[config.mk]
export PLATFORM = sky130hd
export DESIGN_NAME = fp_result_pack_q_flat
export DESIGN_NICKNAME = d
export VERILOG_FILES = /design/src/rtl/fp_result_pack_q_if.sv /design/src/rtl/fp_result_pack_q.sv /design/src/flat_wrapper.sv
export SDC_FILE = /design/constraint.sdc
export NUM_CORES = 1
export LEC_CHECK = 0
export CORE_UTILIZATION = 46
export CTS_BUF_LIST = sky130_fd_sc_hd__clkbuf_8
export CTS_CLUSTER_DIAMETER = 60
export DETAILED_ROUTE_END_ITERATION = 6
export DONT_BUFFER_PORTS = 1
export PLACE_DENSITY = 0.65
export SYNTH_ARGS = -nofsm -noshare
export SYNTH_HDL_FRONTEND = slang
export SYNTH_SLANG_ARGS = --single-unit
[constraint.sdc]
create_clock -name clk -period 3.6 [get_ports clk]
set_input_delay 0.54 -clock clk [delete_from_list [all_inputs] [get_ports clk]]
set_output_delay 0.54 -clock clk [all_outputs]
set_load 0.01 [all_outputs]
[src/rtl/fp_result_pack_q_if.sv]
// rtl/fp_result_pack_q_if.sv - beat-in / result-out handshake bundle for fp_result_pack_q
// The master side drives input beats and consumes results, and the slave side is the packer.
interface fp_result_pack_q_if #(
  parameter int EXP_W = 8,
  parameter int MAN_W = 23,
  parameter int CNT_W = 8
);
  logic                   in_valid;
  logic                   in_ready;
  logic                   op_sel;
  logic                   mul_sign;
  logic [EXP_W:0]         mul_exp;
  logic [MAN_W+2:0]       mul_man;
  logic                   mul_exc;
  logic [EXP_W+MAN_W:0]   add_r;
  logic                   add_exc;
  logic                   out_valid;
  logic                   out_ready;
  logic [EXP_W+MAN_W:0]   r_o;
  logic                   exc_o;
  logic [2:0]             flags_o;
  logic [CNT_W-1:0]       exc_cnt;

  modport master (
    output in_valid, op_sel, mul_sign, mul_exp, mul_man, mul_exc, add_r, add_exc, out_ready,
    input  in_ready, out_valid, r_o, exc_o, flags_o, exc_cnt
  );

  modport slave (
    input  in_valid, op_sel, mul_sign, mul_exp, mul_man, mul_exc, add_r, add_exc, out_ready,
    output in_ready, out_valid, r_o, exc_o, flags_o, exc_cnt
  );
endinterface

[src/rtl/fp_result_pack_q.sv]
// rtl/fp_result_pack_q.sv - FP ALU result select, RNE round, pack, classify and output FIFO
// Packs one beat per push into a DEPTH-entry queue, and counts excepting beats with saturation.
module fp_result_pack_q #(
  parameter int EXP_W = 8,
  parameter int MAN_W = 23,
  parameter int DEPTH = 2,
  parameter int CNT_W = 8
) (
  input  logic               clk,
  input  logic               reset,
  fp_result_pack_q_if.slave  bus
);
  localparam int R_W   = EXP_W + MAN_W + 1;
  localparam int ENT_W = R_W + 4;
  localparam int PTR_W = (DEPTH > 1) ? $clog2(DEPTH) : 1;

  localparam logic [PTR_W:0]   OCC_FULL = (PTR_W + 1)'(DEPTH);
  localparam logic [PTR_W:0]   OCC_ONE  = (PTR_W + 1)'(1);
  localparam logic [PTR_W-1:0] PTR_ONE  = PTR_W'(1);
  localparam logic [CNT_W-1:0] EXC_ONE  = CNT_W'(1);
  localparam logic [EXP_W+1:0] EXP_INF  = {2'b00, {EXP_W{1'b1}}};

  // Multiply-path rounding
  logic             m_hidden;
  logic             m_guard;
  logic             m_sticky;
  logic             m_inc;
  logic             m_carry;
  logic [MAN_W-1:0] m_frac_in;
  logic [MAN_W:0]   m_frac_sum;
  logic [MAN_W-1:0] m_frac;
  logic [EXP_W+1:0] m_exp;

  always_comb begin
    m_hidden   = bus.mul_man[MAN_W+2];
    m_frac_in  = bus.mul_man[MAN_W+1:2];
    m_guard    = bus.mul_man[1];
    m_sticky   = bus.mul_man[0];
    m_inc      = m_guard & (m_sticky | m_frac_in[0]);
    m_frac_sum = {1'b0, m_frac_in} + {{MAN_W{1'b0}}, m_inc};
    // A fraction wrap only carries out of the significand when the hidden bit is set;
    // otherwise it just promotes a subnormal into the hidden position and frac reads 0.
    m_carry    = m_hidden & m_frac_sum[MAN_W];
    m_frac     = m_carry ? '0 : m_frac_sum[MAN_W-1:0];
    m_exp      = {1'b0, bus.mul_exp} + {{(EXP_W + 1){1'b0}}, m_carry};
  end

  // Result select and classification
  logic [R_W-1:0] new_r;
  logic           new_exc;
  logic [2:0]     new_flags;

  always_comb begin
    new_r     = '0;
    new_exc   = 1'b0;
    new_flags = 3'b000;
    if (bus.op_sel) begin
      if (bus.mul_exc) begin
        new_flags = 3'b100;
        new_exc   = 1'b1;
      end else if (bus.mul_man == '0) begin
        new_r = {bus.mul_sign, {(R_W - 1){1'b0}}};
      end else if (m_exp >= EXP_INF) begin
        new_r     = {bus.mul_sign, {EXP_W{1'b1}}, {MAN_W{1'b0}}};
        new_flags = 3'b010;
        new_exc   = 1'b1;
      end else if (m_exp == '0 && m_frac != '0) begin
        new_r     = {bus.mul_sign, {(R_W - 1){1'b0}}};
        new_flags = 3'b001;
        new_exc   = 1'b1;
      end else begin
        new_r = {bus.mul_sign, m_exp[EXP_W-1:0], m_frac};
      end
    end else begin
      new_r     = bus.add_r;
      new_exc   = bus.add_exc;
      new_flags = {bus.add_exc, 2'b00};
    end
  end

  // Output FIFO
  logic [ENT_W-1:0] mem [DEPTH];
  logic [PTR_W-1:0] wr_ptr;
  logic [PTR_W-1:0] rd_ptr;
  logic [PTR_W:0]   occ;
  logic [CNT_W-1:0] exc_cnt_q;
  logic             full;
  logic             not_empty;
  logic             push;
  logic             pop;
  logic [ENT_W-1:0] head;

  assign full      = (occ == OCC_FULL);
  assign not_empty = (occ != '0);
  assign push      = bus.in_valid & ~full;
  assign pop       = not_empty & bus.out_ready;
  assign head      = mem[rd_ptr];

  always_ff @(posedge clk or negedge reset) begin
    if (!reset) begin
      wr_ptr    <= '0;
      rd_ptr    <= '0;
      occ       <= '0;
      exc_cnt_q <= '0;
    end else begin
      if (push) wr_ptr <= wr_ptr + PTR_ONE;
      if (pop)  rd_ptr <= rd_ptr + PTR_ONE;
      if (push && !pop)      occ <= occ + OCC_ONE;
      else if (pop && !push) occ <= occ - OCC_ONE;
      if (push && new_exc && exc_cnt_q != '1) exc_cnt_q <= exc_cnt_q + EXC_ONE;
    end
  end

  // Entry payload needs no reset; the head is masked whenever the queue is empty.
  always_ff @(posedge clk) begin
    if (push) mem[wr_ptr] <= {new_flags, new_exc, new_r};
  end

  assign bus.in_ready  = ~full;
  assign bus.out_valid = not_empty;
  assign bus.r_o       = not_empty ? head[R_W-1:0] : '0;
  assign bus.exc_o     = not_empty ? head[R_W] : 1'b0;
  assign bus.flags_o   = not_empty ? head[R_W+3:R_W+1] : 3'b000;
  assign bus.exc_cnt   = exc_cnt_q;
endmodule

[src/flat_wrapper.sv]
// flat-port wrapper written by rule: the top's interface ports become plain ports
module fp_result_pack_q_flat 
#(
  parameter int EXP_W = 8,
  parameter int MAN_W = 23,
  parameter int DEPTH = 2,
  parameter int CNT_W = 8
)
  (clk, reset, bus_in_valid, bus_op_sel, bus_mul_sign, bus_mul_exp, bus_mul_man, bus_mul_exc, bus_add_r, bus_add_exc, bus_out_ready, bus_in_ready, bus_out_valid, bus_r_o, bus_exc_o, bus_flags_o, bus_exc_cnt);
  fp_result_pack_q_if #(.EXP_W(EXP_W), .MAN_W(MAN_W), .CNT_W(CNT_W)) bus_i ();
  input  logic clk;
  input  logic reset;
  input wire logic [$bits(bus_i.in_valid)-1:0] bus_in_valid;
  input wire logic [$bits(bus_i.op_sel)-1:0] bus_op_sel;
  input wire logic [$bits(bus_i.mul_sign)-1:0] bus_mul_sign;
  input wire logic [$bits(bus_i.mul_exp)-1:0] bus_mul_exp;
  input wire logic [$bits(bus_i.mul_man)-1:0] bus_mul_man;
  input wire logic [$bits(bus_i.mul_exc)-1:0] bus_mul_exc;
  input wire logic [$bits(bus_i.add_r)-1:0] bus_add_r;
  input wire logic [$bits(bus_i.add_exc)-1:0] bus_add_exc;
  input wire logic [$bits(bus_i.out_ready)-1:0] bus_out_ready;
  output wire logic [$bits(bus_i.in_ready)-1:0] bus_in_ready;
  output wire logic [$bits(bus_i.out_valid)-1:0] bus_out_valid;
  output wire logic [$bits(bus_i.r_o)-1:0] bus_r_o;
  output wire logic [$bits(bus_i.exc_o)-1:0] bus_exc_o;
  output wire logic [$bits(bus_i.flags_o)-1:0] bus_flags_o;
  output wire logic [$bits(bus_i.exc_cnt)-1:0] bus_exc_cnt;
  assign bus_i.in_valid = bus_in_valid;
  assign bus_i.op_sel = bus_op_sel;
  assign bus_i.mul_sign = bus_mul_sign;
  assign bus_i.mul_exp = bus_mul_exp;
  assign bus_i.mul_man = bus_mul_man;
  assign bus_i.mul_exc = bus_mul_exc;
  assign bus_i.add_r = bus_add_r;
  assign bus_i.add_exc = bus_add_exc;
  assign bus_i.out_ready = bus_out_ready;
  assign bus_in_ready = bus_i.in_ready;
  assign bus_out_valid = bus_i.out_valid;
  assign bus_r_o = bus_i.r_o;
  assign bus_exc_o = bus_i.exc_o;
  assign bus_flags_o = bus_i.flags_o;
  assign bus_exc_cnt = bus_i.exc_cnt;
  fp_result_pack_q #(.EXP_W(EXP_W), .MAN_W(MAN_W), .DEPTH(DEPTH), .CNT_W(CNT_W)) u_core (.clk(clk), .reset(reset), .bus(bus_i));
endmodule
==> results.md, run 1 <==
- The gate count of the mapped netlist is 458.
- The worst-case clock buffer depth is 2.
- Data on the critical path arrives at its endpoint at 3.50 ns.
- The maximum fanout along the worst path is 8.
- The count of final hold-check violations is 0.
- The total power draw is 3.206 mW.
- The number of DRC violations after detailed routing is 0.
- The post-synthesis sequential element count is 84.
- Of the total power, registers draw 0.486.
- Traced cell by cell, the critical path runs through o21a_1 > ha_2 > buf_4 > ha_1 > nand4_1 > nor4_1 > a21boi_0 > a211oi_1 > nand4_2 > o21ai_2 > nand2_1 > buf_4 > o2bb2ai_1.
- Once the clock tree was built, the setup fixing pass inserted 0 buffers.
- STA classifies the critical path endpoint as a flip-flop.
- The share of synthesized area in the top cell type comes to 0.4309.
- The initial core utilization is 0.4796.
- In the post-route analysis, the smallest setup slack over all paths is 0.2597 ns.
- The largest single stage delay on the critical path is 0.43 ns.
- The chip width is 106.4 um.
- After synthesis, the most frequently instantiated cells are sky130_fd_sc_hd__edfxtp_1, sky130_fd_sc_hd__nor2_1, sky130_fd_sc_hd__mux2i_1.
- The height of the die is 106.4 um.
- Sorting the synthesized cells by area gives the leading types as sky130_fd_sc_hd__edfxtp_1, sky130_fd_sc_hd__mux2i_1, sky130_fd_sc_hd__dfrtp_1, sky130_fd_sc_hd__nor2_1, sky130_fd_sc_hd__o2bb2ai_1.
- Among all cell types in the netlist, the one instantiated most often is sky130_fd_sc_hd__edfxtp_1.
- The critical path contains buffers and inverters numbering 2 combined.
- After routing the design area is 5458 um^2.
- Using the TritonRoute via totals, the vias-per-cell ratio works out to 5.973.
- The synthesized design spends more area on one cell type than any other, namely sky130_fd_sc_hd__edfxtp_1.
- The violation count after the first detailed-route iteration is 208.
- The total routing usage reported by global routing is 0.2169.
- The synthesized net count is 539.
- The number of buffers created by CTS is 9.
- The kind of cell adding the most delay to the critical path is compound AO/OA/AOI/OAI gates.
- Based on the critical path, the design can be clocked at up to 299.4 MHz.
- The worst hold slack across all endpoints is 0.3506 ns.
- The die covers 11330 um^2.
- The number of buffers added on ports is 0.
- The TritonCTS clock tree is yes.
- Of the available clock period, the critical path in the final layout requires 0.9279.
- On the critical path, the stage with the largest delay is an instance of sky130_fd_sc_hd__nor4_1.
- The aggregate routed wire length is 11.93 mm.
- In this run the power density over the cells is 587.5 nW/um^2.
- The average wire per cell in the routed design is 19.82 um.
- For this run, the share of the core covered by cells in the final layout is 0.5216.
- The H-tree generated during clock tree synthesis spans 3 levels.
- OpenSTA, run right after detailed placement, puts the worst setup slack at -0.1227 ns.
- The count of nets left with antenna violations once routing finished came out at 0.
- Setup total negative slack on the finished layout was measured at 0 ns.
- Pin placement for this block handled 121 I/O pins.
- The final non-filler cell total is 602.
- Headroom to the max-slew limit came out at 0.2745.
- The final count of negative-setup-slack endpoints is 0.
- At the end of routability-driven placement, the weighted congestion stood at 0.9252.
- In this run the standard cell core region covers 10460 um^2.
- Of the total power, the share spent switching nets is 0.3839.
- The sequential fraction of the synthesis area is 0.4908.
- The maximum VDD drop is 0.0003112 V.
- The root buffer cell is sky130_fd_sc_hd__clkbuf_8.
- The data required time at the worst endpoint is 3.76 ns.
- The source-to-sink clock delay at the later pin of the worst-skew pair is 0.36 ns.
- The number of distinct standard cells referenced by the synthesized netlist is 65.
- The startpoint kind of the worst setup timing path is an input port.
- The switching power is 1.231 mW.
- For the pin with the worst max-slew slack, the measured transition is 1.086 ns.
- The placed instances occupy a cell area of 5261 um^2.
- The maximum number of pins on one net before global-route repair is 37.
- The final clock skew is 0.01051 ns.
- The antenna diode count is 0.
- The routed design could run at a clock period as short as 3.340 ns.
- The cell that appears most often on the critical path is sky130_fd_sc_hd__buf_4.
- The number of max-slew violations in the final report was 0.
- The number of global-route vias before repair is 3493.
- The global-route congestion overflow total is 0.
- Each instance of the synthesized netlist takes up on average 10.95 um^2.
- The path category of the worst min-delay check is input port to flip-flop.
- The run finished with clean final reports.
- The relative contribution of combinational cells to total power is 0.312.
- The number of flops mapped to enable cells by yosys is 72.
- For this run, the leading register cell type out of synthesis is sky130_fd_sc_hd__edfxtp_1.
- The first detailed-routing pass ran for 5 iterations.
- The clock transition at the registers of the reported paths is 0.09 ns.
- The part of the power in the clock network is 0.202.
- The start-to-end type of the worst setup path is input port to flip-flop.
- After detailed placement, the design holds a cell count of 585.
- Setup repair after global routing left no endpoint under its margin.
- The static leakage is 1.941 nW.
- The netlist area before placement is 5017 um^2.
- The Yosys step of the flow raised 0 warnings.
- The number of clock sinks is 84.
- At the end of the flow, the number of nets in the layout was 542.
- Cell internal power was estimated by the tool at 1.976 mW.
- For this run, asynchronously set or reset flops after synthesis account for 0.1429.
- In this run the core area contains 37 standard-cell rows.
- The number of vias in the routed layout is 3596.
- Relative to the synthesized area, the layout overhead comes to 8.778%.
- In the final layout, the share of cells above drive strength 1 is 0.1545.
- The first global-routing pass estimated 18.44 mm of wire.
- The detailed placer's ending HPWL is 9.064 mm.
- The initial antenna violation count was 0.
- Across the run, the number of max-cap violations was 0.
-- layout by cell type, fill, tap and decap left out, types with 3 or more instances in the layout --
master,count
sky130_fd_sc_hd__clkbuf_8,9
sky130_fd_sc_hd__nand2_1,20
sky130_fd_sc_hd__inv_1,10
sky130_fd_sc_hd__ha_1,3
sky130_fd_sc_hd__nor3_1,14
sky130_fd_sc_hd__and4_1,3
sky130_fd_sc_hd__and3_1,3
sky130_fd_sc_hd__nor2_1,69
sky130_fd_sc_hd__buf_4,21
sky130_fd_sc_hd__a21boi_0,3
sky130_fd_sc_hd__o2bb2ai_2,10
sky130_fd_sc_hd__edfxtp_1,72
sky130_fd_sc_hd__nand4_1,9
sky130_fd_sc_hd__mux2i_1,38
sky130_fd_sc_hd__dfrtp_1,11
sky130_fd_sc_hd__nor4_1,12
sky130_fd_sc_hd__nand3_1,21
sky130_fd_sc_hd__o2bb2ai_1,20
sky130_fd_sc_hd__or4_1,4
sky130_fd_sc_hd__nor3b_1,3
sky130_fd_sc_hd__nand3b_1,4
sky130_fd_sc_hd__xor2_1,17
sky130_fd_sc_hd__o21ai_0,9
sky130_fd_sc_hd__xnor2_1,15
sky130_fd_sc_hd__inv_6,5
-- timing repair --
action / 4_1_cts / 5_1_grt
gates resized for setup: 0 / 0
endpoints found under the hold margin: 12 / 0
hold buffers: 1 / 0
-- power groups by stage --
| stage | Combinational, mW | Clock [mW] | Sequential, mW |
|---|---|---|---|
| CTS | 1.02 | 0.662 | 1.56 |
| floorplan | 0.883 | 0 | 1.47 |
| global route | 1.11 | 0.698 | 1.59 |
| global placement | 0.998 | 0 | 1.57 |
| finish | 0.999 | 0.648 | 1.56 |
| detailed placement | 1.01 | 0 | 1.58 |
-- layout make-up --
class / count / area [um^2]
fillers: 947 / 5005
flip-flops and latches: 84 / 2464
multi-input cells: 333 / 2429
well taps: 136 / 170.2
repair buffers: 22 / 167.7
clock buffers: 9 / 123.9
clock inverters: 7 / 62.56
inverters: 11 / 41.29
-- routing by layer --
metal	GRT usage	wire length [um]
met2	0.3307	5423
met4	0.08415	267
met3	0.06928	995
met1	0.2869	5247
met5	0	0
-- registers in the layout, summed over array words and instances (netlist names) --
register / flops
u_core.occ: 2
u_core.bus.exc_cnt: 8
u_core.wr_ptr: 1
u_core.rd_ptr: 1
u_core.mem: 72
-- worst reg2reg max path, delay by kind of cell (launching register included) --
kind,cells,cell delay (ns)
simple gates,3,1.22
flops,1,0.45
-- path summary, 6_finish.rpt --
kind                       slack, ns  depth (start not counted)            from                     to
max                             0.26                         13  bus_mul_man[0]      u_core.mem[0][12]
min                             0.35                          2   bus_out_ready          u_core.rd_ptr
max reg2reg                     1.51                          3   u_core.occ[0]       u_core.mem[0][1]
min reg2reg                     0.53                          1   u_core.occ[1]          u_core.occ[1]
max in group asynchronous       2.63                          1           reset          u_core.rd_ptr
min in group asynchronous       0.59                          1           reset  u_core.bus.exc_cnt[6]
-- kinds of logic (layout without fill, tap and decap cells) --
group | count (synthesis) | count (layout) | synth area share
AO/OA/AOI/OAI | 67 | 67 | 0.1214
XOR/XNOR | 32 | 32 | 0.05586
adder cells (fa/ha/maj) | 6 | 6 | 0.01496
buffers and inverters | 41 | 49 | 0.03690
flip-flops | 84 | 84 | 0.4908
multiplexers | 42 | 42 | 0.08553
AND/OR/NAND/NOR | 186 | 186 | 0.1945
(Power assumes the default switching activity.)
==> run 2: changes to the inputs <==
--- a/config.mk
+++ b/config.mk
@@ -5,6 +5,7 @@
 export SDC_FILE = /design/constraint.sdc
 export NUM_CORES = 1
 export LEC_CHECK = 0
+export CAP_MARGIN = 20
 export CORE_UTILIZATION = 46
 export CTS_BUF_LIST = sky130_fd_sc_hd__clkbuf_8
 export CTS_CLUSTER_DIAMETER = 60
==> run 2 against run 1 <==
  * Combinational power about the same
  * Sequential power hardly changed
  * Wire length barely moved
  * Worst setup slack better by 0.0028 ns
  * Non-clock buffer count rose by 1
  * Clock power about the same
  * Flip-flop and latch count is the same
  * Fmax about the same
  * Clock-buffer cell count unchanged
  * Critical endpoint is now u_core.bus.exc_cnt[1]
  * Highest routed layer unchanged
==> results.md, run 2 (synthesized netlist as in run 1, its figures left out) <==
- Summing over every cut layer, the via total after detailed routing is 3596.
- After clock tree synthesis, the clock-pin slew on the worst setup and hold paths is 0.09 ns.
- The clock drives 84 sinks.
- The critical path capture point type is a flip-flop.
- The number of clock buffers added by TritonCTS is 9.
- The post-synthesis to final-layout area growth is 9.177%.
- Headroom to the max-slew limit came out at 0.3695.
- In this run the power density over the cells is 587.6 nW/um^2.
- The maximum achievable frequency is 299.6 MHz.
- The highest signal layer in the routed design is met4.
- Once layout is done, the placed cells without fillers occupy 5478 um^2.
- Walking the worst path, the cells encountered are o21a_1 > ha_2 > nand4_4 > nor4_1 > nand3_1 > inv_2 > ha_4 > ha_4 > nand3_4 > nor3_2 > mux2_4 > a41o_1 > nand4b_1 > o211ai_4 > nor2_4 > mux2_4.
- The initial antenna violation count is 0.
- The global-route congestion overflow total is 0.
- The critical path in this run is classified as input port to flip-flop.
- For this configuration, the core starts out at a cell density of 0.4796.
- The most flop-heavy register is u_core.mem.
- The number of DRC violations after detailed routing is 0.
- The first global-routing pass estimated 18.44 mm of wire.
- Port buffering added 0 buffers.
- The height of the die is 106.4 um.
- In this run the clock root is driven by a sky130_fd_sc_hd__clkbuf_8.
- On the final layout, the worst clock skew is 0.007699 ns.
- The maximum fanout along the worst path is 8.
- TritonCTS built the clock tree.
- The count of final hold-check violations is 0.
- The area of the die is 11330 um^2.
- The average wire per cell in the routed design is 19.77 um.
- The wire length on met2 is 5.466 mm.
- The sum of met3 wire segment lengths after detailed routing is 874 um.
- The slew at the pin with the worst max-slew slack is 0.9458 ns.
- The iteration count of the initial detailed-routing pass is 4.
- The number of max-slew violations in the final report is 0.
- In this run the number of H-tree levels came out at 3.
- Before CTS, the worst setup slack after placement is -0.1227 ns.
- The number of global-route vias before repair came to 3493.
- The post-detailed-route via-to-cell ratio is 5.964.
- The maximum number of pins on one net before global-route repair is 37.
- The chip width is 106.4 um.
- The flow ran to the end, and the final reports show no timing, DRC or antenna violations.
- The number of rows in the core area is 37.
- The flip-flop count of the largest register after layout is 72.
- Leaving out fill and tap cells, the most frequent cell in the layout is sky130_fd_sc_hd__edfxtp_1.
- The final layout contains 543 nets.
- 121 I/O pins were placed.
- Among all stages on the critical path, the largest delay is contributed by sky130_fd_sc_hd__o211ai_4.
- In the layout the commonest cells are sky130_fd_sc_hd__edfxtp_1, sky130_fd_sc_hd__nor2_1, sky130_fd_sc_hd__mux2i_1.
- The final critical-path share of the clock period is 0.9271.
- The tightest min-delay check is of the input port to flip-flop type.
- Together, buffers and inverters on the worst path number 1.
- The smallest clock period supported by the final layout is computed as 3.337 ns.
- The worst hold slack across all endpoints is 0.3516 ns.
- The analysis attributes to cell leakage a power of 1.950 nW.
- Setup repair after global routing left no endpoint under its margin.
- The final weighted congestion in routability-driven placement is 0.9252.
- The first routing iteration left 236 violations.
- VDD sags by at most 0.0003093 V.
- In the final layout, the share of cells above drive strength 1 is 0.1563.
- The startpoint kind of the worst setup timing path is an input port.
- The largest stage delay on the critical path is 0.38 ns.
- The kind of cell adding the most delay to the critical path is simple AND/OR/NAND/NOR gates.
- The clock passes through at most 2 buffers.
- The detailed-routing wirelength on met1 is 5.343 mm.
- The minimum setup slack in the final design is 0.2625 ns.
- After detailed routing, the total wire length is 11.92 mm.
- The final antenna-violating net count is 0.
- Data on the critical path is required at its endpoint by 3.85 ns.
- The tool flagged a number of max-cap violations equal to 0.
- The source-to-sink clock delay at the later pin of the worst-skew pair is 0.36 ns.
- Setup violations remaining at the end of the flow were counted as 0.
- The floorplan step defined a core boundary enclosing 10460 um^2.
- The number of antenna diodes in the final layout is 0.
- The placed instances occupy a cell area of 5261 um^2.
- The detailed placer's ending HPWL is 9.064 mm.
- For this run, the total global-route usage over all layers was measured as 0.2169.
- The arrival time of the worst setup path is 3.59 ns.
==> run 2: path summary, 6_finish.rpt <==
path	startpoint	to	slack [ns]	depth (start not counted)
max	bus_mul_man[0]	u_core.bus.exc_cnt[1]	0.26	16
min	bus_out_ready	u_core.rd_ptr	0.35	2
max reg2reg	u_core.occ[0]	u_core.occ[1]	1.76	6
min reg2reg	u_core.occ[1]	u_core.occ[1]	0.52	1
max in group asynchronous	reset	u_core.rd_ptr	2.63	1
min in group asynchronous	reset	u_core.bus.exc_cnt[6]	0.59	1
==> run 2: metrics by stage <==
stage | total power [mW] | TNS (ns) | std cells | util
after floorplan | 2.349 | -0.05615 | 458 | -
after global placement | 2.568 | -0.1492 | 585 | 0.5029
final | 3.219 | 0 | 603 | 0.5236
after CTS | 3.244 | 0 | 602 | 0.5216
after detailed placement | 2.596 | -0.5991 | 585 | 0.5029
after global routing | 3.411 | 0 | 603 | 0.5236
==> run 2: power by group <==
group / switching (mW) / internal [mW]
clock network: 0.378 / 0.268
registers: 0.212 / 1.34
logic: 0.641 / 0.376
total: 1.23 / 1.99
==> run 2: timing repair <==
item                      CTS  global route
setup buffers               0             0
hold endpoints to repair   12             0
resized for setup           0             0
hold buffers                1             0
==> run 2: routing by layer <==
| metal | global-route usage | up-vias |
|---|---|---|
| li1 | - | 1731 |
| met2 | 0.3307 | 130 |
| met4 | 0.08415 | 0 |
| met3 | 0.06928 | 18 |
| met1 | 0.2869 | 1717 |
| met5 | 0 | - |
==> run 2: final cells by class <==
| class | count | area (um^2) |
|---|---|---|
| clock buffers | 9 | 123.9 |
| clock inverters | 7 | 62.56 |
| fillers | 945 | 4985 |
| inverters | 11 | 41.29 |
| multi-input cells | 333 | 2429 |
| flip-flops and latches | 84 | 2464 |
| well taps | 136 | 170.2 |
| repair buffers | 23 | 187.7 |
==> run 3: changes to the inputs <==
--- a/config.mk
+++ b/config.mk
@@ -12,6 +12,8 @@
 export DETAILED_ROUTE_END_ITERATION = 6
 export DONT_BUFFER_PORTS = 1
 export PLACE_DENSITY = 0.65
+export SKIP_LAST_GASP = 1
 export SYNTH_ARGS = -nofsm -noshare
 export SYNTH_HDL_FRONTEND = slang
 export SYNTH_SLANG_ARGS = --single-unit
+export TNS_END_PERCENT = 30
==> results of run 3 <==
Final layout, timing and power as in run 2 (identical DEF).
